File: src/rtl/slurm16_uart_tx_responder_if.sv
// slurm16 CPU memory-bus signals seen by a memory-mapped responder.
interface slurm16_uart_tx_responder_if;
  logic [15:0] ADDRESS;
  logic [15:0] DATA_IN;
  logic [15:0] DATA_OUT;
  logic        DATA_OE;
  logic        OEb;
  logic        WRb;

  modport master (
    output ADDRESS, DATA_IN, OEb, WRb,
    input  DATA_OUT, DATA_OE
  );

  modport slave (
    input  ADDRESS, DATA_IN, OEb, WRb,
    output DATA_OUT, DATA_OE
  );
endinterface

File: src/rtl/slurm16_uart_tx_responder.sv
// slurm16 memory-bus UART transmitter: TX FIFO plus 8N1 serialiser with
// programmable bit rate. Register window of 4 words at BASE_ADDR.
// Optional interrupt output enabled by defining UART_TX_IRQ_EN.
module slurm16_uart_tx_responder #(
  parameter logic [15:0] BASE_ADDR      = 16'hFF00,
  parameter int unsigned FIFO_DEPTH     = 8,
  parameter logic [15:0] BAUD_DIV_RESET = 16'd433
) (
  input  logic                         CLK,
  input  logic                         RST,
  slurm16_uart_tx_responder_if.slave   bus,
  output logic                         TX,
  output logic                         IRQ
);

  localparam int unsigned PTR_W = (FIFO_DEPTH > 1) ? $clog2(FIFO_DEPTH) : 1;
  localparam int unsigned CNT_W = PTR_W + 1;

  typedef enum logic [1:0] {S_IDLE, S_START, S_DATA, S_STOP} state_t;

  state_t            state_q, state_d;
  logic [7:0]        shift_q, shift_d;
  logic [2:0]        bit_idx_q, bit_idx_d;
  logic [15:0]       bit_cnt_q, bit_cnt_d;
  logic              tx_q, tx_d;
  logic              pop_c;

  logic [7:0]        mem [FIFO_DEPTH];
  logic [PTR_W-1:0]  wr_ptr_q, rd_ptr_q;
  logic [CNT_W-1:0]  count_q;

  logic [15:0]       baud_div_q;
  logic              overflow_q;
  logic              irq_en_q;
  logic [15:0]       data_out_q;
  logic              data_oe_q;

  logic              hit_c, wr_c, rd_c;
  logic [1:0]        offset_c;
  logic              empty_c, full_c, busy_c;
  logic              push_req_c, push_c, drop_c;
  logic [15:0]       status_c, rd_data_c;

  assign hit_c      = (bus.ADDRESS[15:2] == BASE_ADDR[15:2]);
  assign offset_c   = bus.ADDRESS[1:0];
  assign wr_c       = hit_c && !bus.WRb;
  assign rd_c       = hit_c && !bus.OEb && bus.WRb;

  assign empty_c    = (count_q == '0);
  assign full_c     = (count_q == CNT_W'(FIFO_DEPTH));
  assign busy_c     = (state_q != S_IDLE);

  // A pop in the same cycle frees a slot, so a push to a full FIFO still lands.
  assign push_req_c = wr_c && (offset_c == 2'd0);
  assign push_c     = push_req_c && (!full_c || pop_c);
  assign drop_c     = push_req_c && !push_c;

  assign status_c   = {7'b0, irq_en_q, 4'b0, overflow_q, busy_c, full_c, empty_c};

  // Read-data selection; TXDATA is write-only.
  always_comb begin
    rd_data_c = 16'h0000;
    case (offset_c)
      2'd1:    rd_data_c = status_c;
      2'd2:    rd_data_c = baud_div_q;
      default: rd_data_c = 16'h0000;
    endcase
  end

  // Serialiser next-state: each bit lasts bit_cnt reload value + 1 clocks.
  always_comb begin
    state_d   = state_q;
    shift_d   = shift_q;
    bit_idx_d = bit_idx_q;
    bit_cnt_d = bit_cnt_q;
    pop_c     = 1'b0;
    tx_d      = 1'b1;
    case (state_q)
      S_IDLE: begin
        if (!empty_c) begin
          pop_c     = 1'b1;
          shift_d   = mem[rd_ptr_q];
          bit_cnt_d = baud_div_q;
          state_d   = S_START;
        end
      end
      S_START: begin
        if (bit_cnt_q == 16'd0) begin
          bit_cnt_d = baud_div_q;
          bit_idx_d = 3'd0;
          state_d   = S_DATA;
        end else begin
          bit_cnt_d = 16'(bit_cnt_q - 16'd1);
        end
      end
      S_DATA: begin
        if (bit_cnt_q == 16'd0) begin
          bit_cnt_d = baud_div_q;
          if (bit_idx_q == 3'd7) begin
            state_d = S_STOP;
          end else begin
            shift_d   = {1'b0, shift_q[7:1]};
            bit_idx_d = 3'(bit_idx_q + 3'd1);
          end
        end else begin
          bit_cnt_d = 16'(bit_cnt_q - 16'd1);
        end
      end
      S_STOP: begin
        if (bit_cnt_q == 16'd0) begin
          state_d = S_IDLE;
        end else begin
          bit_cnt_d = 16'(bit_cnt_q - 16'd1);
        end
      end
      default: state_d = S_IDLE;
    endcase
    // Line level follows the state being entered so TX stays registered.
    case (state_d)
      S_START: tx_d = 1'b0;
      S_DATA:  tx_d = shift_d[0];
      default: tx_d = 1'b1;
    endcase
  end

  // Serialiser state register; reset forces the line idle immediately.
  always_ff @(posedge CLK or posedge RST) begin
    if (RST) begin
      state_q   <= S_IDLE;
      shift_q   <= 8'h00;
      bit_idx_q <= 3'd0;
      bit_cnt_q <= 16'd0;
      tx_q      <= 1'b1;
    end else begin
      state_q   <= state_d;
      shift_q   <= shift_d;
      bit_idx_q <= bit_idx_d;
      bit_cnt_q <= bit_cnt_d;
      tx_q      <= tx_d;
    end
  end

  // FIFO storage, no reset needed since count gates every read.
  always_ff @(posedge CLK) begin
    if (push_c) mem[wr_ptr_q] <= bus.DATA_IN[7:0];
  end

  // FIFO pointers and occupancy.
  always_ff @(posedge CLK or posedge RST) begin
    if (RST) begin
      wr_ptr_q <= '0;
      rd_ptr_q <= '0;
      count_q  <= '0;
    end else begin
      if (push_c) wr_ptr_q <= PTR_W'(wr_ptr_q + PTR_W'(1));
      if (pop_c)  rd_ptr_q <= PTR_W'(rd_ptr_q + PTR_W'(1));
      count_q <= CNT_W'(count_q + CNT_W'(push_c) - CNT_W'(pop_c));
    end
  end

  // Control registers written over the bus.
  always_ff @(posedge CLK or posedge RST) begin
    if (RST) begin
      baud_div_q <= BAUD_DIV_RESET;
      overflow_q <= 1'b0;
      irq_en_q   <= 1'b0;
    end else begin
      if (drop_c) begin
        overflow_q <= 1'b1;
      end else if (wr_c && (offset_c == 2'd1) && bus.DATA_IN[3]) begin
        overflow_q <= 1'b0;
      end
      if (wr_c && (offset_c == 2'd1)) irq_en_q   <= bus.DATA_IN[8];
      if (wr_c && (offset_c == 2'd2)) baud_div_q <= bus.DATA_IN;
    end
  end

  // Registered read port with one cycle of latency; data holds between reads.
  always_ff @(posedge CLK or posedge RST) begin
    if (RST) begin
      data_out_q <= 16'h0000;
      data_oe_q  <= 1'b0;
    end else begin
      data_oe_q <= rd_c;
      if (rd_c) data_out_q <= rd_data_c;
    end
  end

`ifdef UART_TX_IRQ_EN
  logic irq_q;

  // Interrupt when enabled and the transmitter has fully drained.
  always_ff @(posedge CLK or posedge RST) begin
    if (RST) irq_q <= 1'b0;
    else     irq_q <= irq_en_q && empty_c && !busy_c;
  end

  assign IRQ = irq_q;
`else
  assign IRQ = 1'b0;
`endif

  assign TX           = tx_q;
  assign bus.DATA_OUT = data_out_q;
  assign bus.DATA_OE  = data_oe_q;

endmodule

File: src/flat_wrapper.sv
// flat-port wrapper written by rule: the top's interface ports become plain ports
module slurm16_uart_tx_responder_flat 
#(
  parameter logic [15:0] BASE_ADDR      = 16'hFF00,
  parameter int unsigned FIFO_DEPTH     = 8,
  parameter logic [15:0] BAUD_DIV_RESET = 16'd433
)
  (CLK, RST, TX, IRQ, bus_ADDRESS, bus_DATA_IN, bus_OEb, bus_WRb, bus_DATA_OUT, bus_DATA_OE);
  slurm16_uart_tx_responder_if bus_i ();
  input  logic CLK;
  input  logic RST;
  output logic TX;
  output logic IRQ;
  input wire logic [$bits(bus_i.ADDRESS)-1:0] bus_ADDRESS;
  input wire logic [$bits(bus_i.DATA_IN)-1:0] bus_DATA_IN;
  input wire logic [$bits(bus_i.OEb)-1:0] bus_OEb;
  input wire logic [$bits(bus_i.WRb)-1:0] bus_WRb;
  output wire logic [$bits(bus_i.DATA_OUT)-1:0] bus_DATA_OUT;
  output wire logic [$bits(bus_i.DATA_OE)-1:0] bus_DATA_OE;
  assign bus_i.ADDRESS = bus_ADDRESS;
  assign bus_i.DATA_IN = bus_DATA_IN;
  assign bus_i.OEb = bus_OEb;
  assign bus_i.WRb = bus_WRb;
  assign bus_DATA_OUT = bus_i.DATA_OUT;
  assign bus_DATA_OE = bus_i.DATA_OE;
  slurm16_uart_tx_responder #(.BASE_ADDR(BASE_ADDR), .FIFO_DEPTH(FIFO_DEPTH), .BAUD_DIV_RESET(BAUD_DIV_RESET)) u_core (.CLK(CLK), .RST(RST), .bus(bus_i), .TX(TX), .IRQ(IRQ));
endmodule
File: config.mk
export PLATFORM = sky130hd
export DESIGN_NAME = slurm16_uart_tx_responder_flat
export DESIGN_NICKNAME = d
export VERILOG_FILES = /design/src/rtl/slurm16_uart_tx_responder_if.sv /design/src/rtl/slurm16_uart_tx_responder.sv /design/src/flat_wrapper.sv
export SDC_FILE = /design/constraint.sdc
export NUM_CORES = 1
export LEC_CHECK = 0
export ABC_CLOCK_PERIOD_IN_PS = 4800
export CORE_MARGIN = 3
export CORE_UTILIZATION = 30
export DETAILED_ROUTE_END_ITERATION = 8
export SLEW_MARGIN = 20
export SYNTH_ARGS = -nofsm -noshare
export SYNTH_HDL_FRONTEND = slang
export SYNTH_SLANG_ARGS = --single-unit
export TNS_END_PERCENT = 30
File: constraint.sdc
create_clock -name CLK -period 4.8 [get_ports CLK]
set_input_delay 1.2 -clock CLK [delete_from_list [all_inputs] [get_ports CLK]]
set_output_delay 1.2 -clock CLK [all_outputs]
set_load 0.01 [all_outputs]
==> summary.md <==
| Metric | Value |
|---|---|
| Outcome | `finished, final reports clean` |
| Setup Skew | `slightly above 0.006 ns` |
| Period utilization | `0.806` |
| CTS tree | `built` |
| Initial DRC count | `about 250` |
| Fillcell total | `about 1900` |
| CP max FO | `8` |
| Post-CTS Setup Inserts | `0` |
| Unrepaired setup endpoints after global routing | `false` |
| Die height | `151 um` |
| Initial antenna violation count | `0` |
| Most frequent cells in the layout | `68 x dfrtp_1, 67 x nand2_1, 64 x edfxtp_1` |
| Max-cap violations | `0` |
| Vias | `between 4000 and 5000` |
| Worst Hold Slack | `between 0.4 and 0.5 ns` |
| Library cells used by synthesis | `between 50 and 60` |
| FF-to-FF setup slack | `~1.9 ns` |
| Top-area cell type share of the netlist area | `0.307` |
| Sw frac | `0.346` |
| Period minus WS final | `3.87 ns` |
| Worst hold path type | `reg -> reg` |
| Lkg Pwr | `slightly above 3 nW` |
| R2R depth | `6` |
| Pwr dens | `537 nW/um^2` |
| Largest net degree at the start of global routing | `54` |
| # rows | `52` |
| Total Wirelength | `about 14000 um` |
| Final Hold Viols | `0` |
| Initial core utilization | `0.308` |
| Clock power frac | `0.323` |
| Port Buf Inserts | `53` |
| Multi-input gate area | `roughly 2300 um^2` |
| Final Cell Area | `~7700 um^2` |
| Maximum VDD drop | `approximately 0.26 mV` |
| Most common library cell in the layout ignoring fill and taps | `dfrtp_1` |
| Die X | `approximately 150 um` |
| H-tree Lvls | `4` |
| DR DRC count | `0` |
| Ys async rst share | `0.540` |
| CTS hold repair buffers | `0` |
| RR Endpoint | `u_core.bit_cnt_q[2]` |
| DR pass1 iterations | `5` |
| Sequential standard cell area | `~3800 um^2` |
| Cts bufs inserted | `17` |
| Setup TNS | `0 ns` |
| Post-DP HPWL | `approximately 10000 um` |
| Post-Syn Nets | `approximately 550` |
| Worst skew pair latency | `approximately 0.41 ns` |
| Fin. max-slew vios | `0` |
| Seq cells post-synth | `between 100 and 150` |
| CTS resizes | `0` |
| Root Buffer | `clkbuf_16` |
| P&R area growth vs syn | `22.7%` |
| EDFF count, synth | `64` |
| Most used DFF post-synth | `dfrtp_1` |
| DP Area | `slightly above 7000 um^2` |
| IO Pins | `55` |
| Grt ovf | `0` |
| Synth top area cells | `edfxtp_1 31%, dfrtp_1 28%, mux4_2 5.7%, nand2_1 4.0%, ha_1 3.8%` |
| Biggest area consumer among synthesized cells | `edfxtp_1` |
| Mapped Area | `around 6300 um^2` |
| Crit. End Element | `register` |
| CTS sink count | `139` |
| Final nets | `~600` |
| Post-route ant nets | `0` |
| CP arrival | `~4 ns` |
| CTS max path bufs | `2` |
| Slew margin rel. | `0.355` |
| Core Region | `just over 20000 um^2` |
| Net Sw Power | `1.43 mW` |
| Startpoint Class | `input port` |
| Worst R2R Start | `u_core.bit_cnt_q[2]` |
| Tot GR Track Use | `0.131` |
| Antenna Cells | `0` |
| Vias in the first global route | `~4300` |
| Hold EP | `u_core.shift_q[6]` |
| Drt wl/cell | `around 17 um` |
| YS warnings | `0` |
| Share of post-route cells with drive strength above 1 | `0.160` |
| Sequential power share | `0.376` |
| Mapped Avg Cell Area | `~13 um^2` |
| Clock-pin slew on the worst setup and hold paths | `0.06 ns` |
| CP Class | `in -> reg` |
| Vias per Instance | `slightly below 5` |
| Global placer's final weighted congestion | `about 0.83` |
| Maximum clock rate | `259 MHz` |
| Internal | `2.70 mW` |
| Die ar. | `22700 um^2` |
| Synth Instances | `between 400 and 500` |
| Setup violators final | `0` |
| Data required time at the worst endpoint | `slightly below 5 ns` |
| First-pass GRT wire length | `around 23000 um` |
| Hold Crit Depth | `2` |
| Slew @ Worst Pin | `between 0.9 and 1 ns` |
| Seq/Total Area, Yosys | `0.607` |
| Hold_sp | `u_core.shift_q[6]` |
| Combinational share of power | `0.301` |
per-layer routing:
metal	vias up	wire, um	GRT usage
li1	1935	-	-
met1	2062	6490	0.172
met2	102	6740	0.212
met3	15	526	0.0304
met4	0	205	0.0462
met5	-	0	0
how the worst max path moves through the flow:
stage / startpoint / to / slack [ns] / cells after the start
after detailed placement: bus_ADDRESS[3] / u_core.mem[6][7] / 0.50 / 7
after global routing: bus_ADDRESS[2] / u_core.mem[7][6] / 0.74 / 7
after global placement: bus_ADDRESS[3] / u_core.mem[7][5] / 0.61 / 7
after CTS: bus_ADDRESS[3] / u_core.mem[7][3] / 0.94 / 7
final: bus_ADDRESS[3] / u_core.mem[7][3] / 0.93 / 7
after floorplan: bus_ADDRESS[3] / u_core.mem[2][0] / 0.89 / 7
power by group through the flow:
| stage | logic, mW | clock network, mW | registers, mW |
|---|---|---|---|
| 6_report | 1.24 | 1.34 | 1.55 |
| 5_1_grt | 1.41 | 1.41 | 1.58 |
| 4_1_cts | 1.25 | 1.36 | 1.55 |
| 3_5_place_dp | 1.24 | 0 | 1.57 |
| 3_3_place_gp | 1.19 | 0 | 1.57 |
| 2_1_floorplan | 1.03 | 0 | 1.47 |
flip-flops by register name, summed over array words and instances, names as in the netlist:
name / count
u_core.baud_div_q: 16
u_core.overflow_q: 1
u_core.bus.DATA_OE: 1
u_core.rd_ptr_q: 3
u_core.bus.DATA_OUT: 16
u_core.mem: 64
u_core.TX: 1
u_core.wr_ptr_q: 3
u_core.bit_idx_q: 3
u_core.state_q: 2
u_core.bit_cnt_q: 16
u_core.count_q: 4
u_core.shift_q: 8
u_core.irq_en_q: 1
cell families after synthesis:
| group | after synthesis | share of synthesized area |
|---|---|---|
| AO/OA/AOI/OAI | 96 | 0.0974 |
| XOR/XNOR | 6 | 0.00838 |
| adder cells (fa/ha/maj) | 20 | 0.0411 |
| buffers and inverters | 47 | 0.0335 |
| flip-flops | 139 | 0.607 |
| multiplexers | 43 | 0.104 |
| other | 1 | 0.000598 |
| AND/OR/NAND/NOR | 145 | 0.108 |
metrics by stage:
step                 util  power [mW]  worst slack [ns]  cells
global route        0.378        4.40             0.742    838
floorplan               -        2.51             0.890    497
finish              0.378        4.13             0.933    838
CTS                 0.378        4.16             0.945    838
global placement    0.348        2.76             0.612    806
detailed placement  0.348        2.82             0.496    806
cells in the mapped netlist (all sizes together) (2+ instances only):
| library cell | instances |
|---|---|
| dfrtp | 69 |
| nand2 | 69 |
| edfxtp | 64 |
| o21ai | 39 |
| nor2 | 30 |
| inv | 25 |
| a21oi | 21 |
| ha | 19 |
| mux2 | 19 |
| mux4 | 16 |
| buf | 13 |
| nor3 | 13 |
| clkbuf | 9 |
| mux2i | 8 |
| dfstp | 6 |
| o31ai | 6 |
| a22oi | 5 |
| nor3b | 5 |
| nor4 | 5 |
| a21o | 4 |
| a221o | 4 |
| nand2b | 4 |
| o211ai | 4 |
| xnor2 | 4 |
| and3 | 3 |
| nand3 | 3 |
| nand4 | 3 |
| a31oi | 2 |
| a32oi | 2 |
| o221ai | 2 |
| o311ai | 2 |
| or4 | 2 |
| xor2 | 2 |
layout make-up:
type	instances	share of cell area
Timing Repair Buffer	61	0.0768
Tap cell	270	0.0439
Clock inverter	15	0.0233
Inverter	25	0.0125
Clock buffer	17	0.0553
Multi-Input combinational cell	311	0.293
Sequential cell	139	0.495
critical path: stages:
cell	delay (ns)
clkdlybuf4s50_1	0.39
or4_1	0.51
or4_4	0.53
nor2_1	0.23
and3_1	0.38
nand2_2	0.13
nor2_1	0.54
No activity file was read; power rests on OpenSTA's default activity.
